<file path="src/rtl/leitor_de_botoes.sv">
// Button reader: per-channel synchroniser and debouncer, rising-edge press
// detection, priority encoder and one-deep valid/ack code register.
module leitor_de_botoes #(
  parameter  int N_BOTOES        = 10,
  parameter  int DEBOUNCE_CICLOS = 4,
  parameter  int LARGURA_SAIDA   = 12,
  localparam int W_COD           = $clog2(N_BOTOES)
) (
  input  logic                     clk,
  input  logic                     rst,
  input  logic [N_BOTOES-1:0]      botoes,
  output logic [LARGURA_SAIDA-1:0] saida_de_dados,
  output logic [W_COD-1:0]         codigo,
  output logic                     codigo_valido,
  input  logic                     codigo_ack,
  output logic                     evento_perdido
);

  localparam int CW = $clog2(DEBOUNCE_CICLOS + 1);

  logic [N_BOTOES-1:0] s1, s2, est, est_ant, novo;
  logic [CW-1:0]       cnt [N_BOTOES];
  logic [W_COD-1:0]    idx;
  logic                achou, multiplo, ack_eff, aceita, descarta;

  always_ff @(posedge clk or posedge rst) begin
    if (rst) begin
      s1      <= '0;
      s2      <= '0;
      est_ant <= '0;
    end else begin
      s1      <= botoes;
      s2      <= s1;
      est_ant <= est;
    end
  end

  // Any return of s2 to est before the threshold restarts the count.
  always_ff @(posedge clk or posedge rst) begin
    if (rst) begin
      est <= '0;
      for (int unsigned i = 0; i < N_BOTOES; i++) cnt[i] <= '0;
    end else begin
      for (int unsigned i = 0; i < N_BOTOES; i++) begin
        if (s2[i] == est[i]) begin
          cnt[i] <= '0;
        end else if (cnt[i] == CW'(DEBOUNCE_CICLOS - 1)) begin
          est[i] <= s2[i];
          cnt[i] <= '0;
        end else begin
          cnt[i] <= cnt[i] + CW'(1);
        end
      end
    end
  end

  always_comb begin
    saida_de_dados                = '0;
    saida_de_dados[N_BOTOES-1:0] = est;
  end

  assign novo     = est & ~est_ant;
  assign multiplo = |(novo & (novo - N_BOTOES'(1)));

  // Lowest index wins; any other simultaneous press is dropped.
  always_comb begin
    idx   = '0;
    achou = 1'b0;
    for (int unsigned i = 0; i < N_BOTOES; i++) begin
      if (novo[i] && !achou) begin
        idx   = W_COD'(i);
        achou = 1'b1;
      end
    end
  end

  assign ack_eff  = codigo_valido & codigo_ack;
  assign aceita   = achou & (~codigo_valido | codigo_ack);
  assign descarta = multiplo | (achou & codigo_valido & ~codigo_ack);

  always_ff @(posedge clk or posedge rst) begin
    if (rst) begin
      codigo         <= '0;
      codigo_valido  <= 1'b0;
      evento_perdido <= 1'b0;
    end else begin
      if (aceita) begin
        codigo        <= idx;
        codigo_valido <= 1'b1;
      end else if (ack_eff) begin
        codigo_valido <= 1'b0;
      end
      if (descarta)     evento_perdido <= 1'b1;
      else if (ack_eff) evento_perdido <= 1'b0;
    end
  end

endmodule

</file>
<file path="config.mk">
export PLATFORM = sky130hd
export DESIGN_NAME = leitor_de_botoes
export DESIGN_NICKNAME = d
export VERILOG_FILES = /design/src/rtl/leitor_de_botoes.sv
export SDC_FILE = /design/constraint.sdc
export NUM_CORES = 1
export LEC_CHECK = 0
export BUFFER_PORTS_ARGS = -buffer_cell sky130_fd_sc_hd__buf_2
export CORE_MARGIN = 1.5
export CORE_UTILIZATION = 34
export DETAILED_ROUTE_END_ITERATION = 7
export SKIP_LAST_GASP = 1
export SYNTH_ARGS = -nofsm -noshare
export SYNTH_HDL_FRONTEND = slang
export SYNTH_SLANG_ARGS = --single-unit
</file>
<file path="constraint.sdc">
create_clock -name clk -period 6 [get_ports clk]
set_input_delay 0.9 -clock clk [delete_from_list [all_inputs] [get_ports clk]]
set_output_delay 0.9 -clock clk [all_outputs]
set_load 0.1 [all_outputs]
</file>
==> results by group <==
Yosys
  – Synth area leader: dfrtp_1
  – Count leader, synth: dfrtp_1
  – Cell count after synthesis: 197
  – Post-synthesis compound-gate area fraction: 4.33%
  – Number of synthesized flops with an enable pin: 0
  – Post-synth top cells: dfrtp_1, nor3b_1, ha_1, mux2_2, xnor2_1
  – Combinational family with the most area after synthesis: simple AND/OR/NAND/NOR gates
  – Seq/Total Area, Yosys: 66.4%
  – Post-Synth Adder-Cell Area: 5.07%
  – Top FF cell, synth: dfrtp_1
  – Post-synthesis mux area share: 3.93%
  – #FFs+latches synth: 76
  – Top cell type's share of synthesized area: 66.4%
  – Post-Syn Area per Cell: 14.5 um2
  – Cell variety after synth: 37
  – Post-synth ARST share: 100%
  – Yosys warns: 0
  – Post-Synth XOR/XNOR Area: 3.06%
  – Top cells by area, synth: dfrtp_1, nor3b_1, ha_1
  – Post-Synth Simple-Gate Area: 16.2%
  – Syn Std Cell Area: 2860 um2

CTS
  – Clk sinks: 76
  – Root Buffer: clkbuf_8
  – Post-cts sizing count: 0
  – Reg clk slew, reported paths: 0.07 ns
  – Post-CTS setup buffers: 0
  – Hold Buf Count CTS: 0
  – Max H-tree Level: 3
  – Total CTS buffers: 9
  – Insertion delay to the later sink of the worst-skew pair: 0.34 ns
  – TritonCTS clock tree: built
  – CTS max path bufs: 2

Final layout
  – P&R area growth vs syn: 16.4%
  – Nets: 259
  – Antenna cells: 0
  – FF+latch area: 1900 um2
  – Share of cells above drive strength 1: 27.8%
  – Filler cells: 784
  – Area of the multi-input gates: 940 um2

Placement
  – GPL Wtd Cong: 0.789
  – Dpl hpwl: 2860 um
  – Port bufs: 28

Critical path
  – Crit end category: output port
  – Startpoint Class: register
  – R2R Setup Slk: 3.95 ns
  – Worst Path Arrival: 1.23 ns
  – WS Path Type: register to output port
  – CP cell instances: buf_2
  – Worst Path Buf+Inv: 1
  – Crit path max fanout: 6
  – Slowest cell delay on critical path: 0.46 ns
  – Slowest CP cell: buf_2
  – R2r worst-path depth: 4
  – CP delay by family, top: buffers and inverters
  – Origin of the critical flop-to-flop path: est[0]$_DFFE_PP0P_
  – Worst r2r dst: codigo_valido$_DFFE_PP0P_
  – Worst path required time: 5.10 ns

Global routing
  – Overall Global Routing Usage: 11.2%
  – First-pass GRT wire length: 7420 um
  – GR Overflow Total: 0
  – Initial antenna violation count: 0
  – Pin count of the biggest net entering global routing: 77
  – Vias in the first global route: 1596

Die
  – Row cnt: 33
  – Die Height: 94.8 um
  – Die X: 94.8 um
  – I/O Pins: 31
  – Starting Density: 35.0%
  – Core Area: 8180 um2
  – Die area: 8980 um2

Job
  – Max_cap viols: 0

Route
  – DR WL/cell: 12.0 um
  – DR vias: 1572
  – Initial DRC count: 72
  – Post-route antenna net violation count: 0
  – Vias/cell: 4.54
  – Drt drc: 0
  – Routed WL: 4160 um
  – DR pass1 iterations: 4

STA
  – Unrepaired setup endpoints after global routing: no
  – Clk_skew: 0.00724 ns
  – Maximum clock frequency: 470 MHz
  – Final hold violation count: 0
  – Setup violators final: 0
  – Worst-Margin Slew: 0.915 ns
  – Max Slew Vio Count: 0
  – Post-layout minimum cycle time: 2.13 ns
  – Fin Setup TNS: 0 ns
  – Tcrit/Tclk final: 35.4%
  – Slew margin rel.: 39.0%

Min path
  – Hold Crit Depth: 0
  – Hold_sp: s1[6]$_DFF_PP0_
  – Hold EP: s2[6]$_DFF_PP0_
  – HP Class: register to register

Outcome
  – Status: finished, final reports clean
==> final cells by class <==
cell class | instances | share of cell area, %
Tap cell | 105 | 3.94
Clock inverter | 6 | 1.91
Sequential cell | 76 | 57.1
Inverter | 3 | 0.338
Timing Repair Buffer | 29 | 4.43
Multi-Input combinational cell | 117 | 28.2
Clock buffer | 10 | 4.13
==> through the flow <==
stage / setup slack [ns] / hold WS (ns) / instance area (um2) / util, % / instances
final: 3.87 / 0.352 / 3330 / 40.8 / 346
after global routing: 3.78 / 0.358 / 3330 / 40.8 / 346
after CTS: 3.84 / 0.352 / 3330 / 40.8 / 346
after detailed placement: 3.97 / 0.335 / 3130 / 38.3 / 330
after global placement: 3.99 / 0.332 / 3130 / 38.3 / 330
after floorplan: 3.16 / 0.331 / 2870 / - / 198
==> worst max path at each step <==
stage	cells after the start	start	endpoint	slack (ns)
floorplan	1	rst	cnt[0]$_DFF_PP0_	3.16
global placement	4	est[3]$_DFFE_PP0P_	codigo_valido$_DFFE_PP0P_	3.99
detailed placement	4	est[0]$_DFFE_PP0P_	codigo_valido$_DFFE_PP0P_	3.97
CTS	1	est[7]$_DFFE_PP0P_	saida_de_dados[7]	3.84
global route	1	est[3]$_DFFE_PP0P_	saida_de_dados[3]	3.78
finish	1	est[3]$_DFFE_PP0P_	saida_de_dados[3]	3.87
==> metal layers <==
layer	wire length, um	vias up	GRT usage [%]
met4	42	0	5.22
met1	2010	780	13.7
met5	0	-	0
met3	238	2	5.80
li1	-	762	-
met2	1870	28	16.4
==> registers in the layout, indices dropped and copies added (netlist names) <==
register and flops:
codigo 4, cnt 30, s2 10, s1 10, est 10, codigo_valido 1
est_ant 10, evento_perdido 1
==> kinds of logic after synthesis <==
family / after synthesis
flip-flops: 76
AND/OR/NAND/NOR: 65
AO/OA/AOI/OAI: 18
adder cells (fa/ha/maj): 12
XOR/XNOR: 10
multiplexers: 10
buffers and inverters: 5
other: 1
==> cells in the final DEF (no fill, tap or decap), types with 3 or more instances in the layout <==
| master | instances |
|---|---|
| a21oi_1 | 3 |
| and2b_1 | 3 |
| and3b_1 | 5 |
| buf_2 | 28 |
| clkbuf_8 | 10 |
| dfrtp_1 | 76 |
| ha_1 | 10 |
| mux2_2 | 10 |
| nand2b_1 | 9 |
| nor2_1 | 3 |
| nor2b_1 | 8 |
| nor3_1 | 6 |
| nor3b_1 | 17 |
| o22ai_1 | 3 |
| or2b_2 | 3 |
| xnor2_1 | 10 |
Power is not shown: default switching activity piles up to over one toggle a cycle in this logic, so the estimate is an artifact.
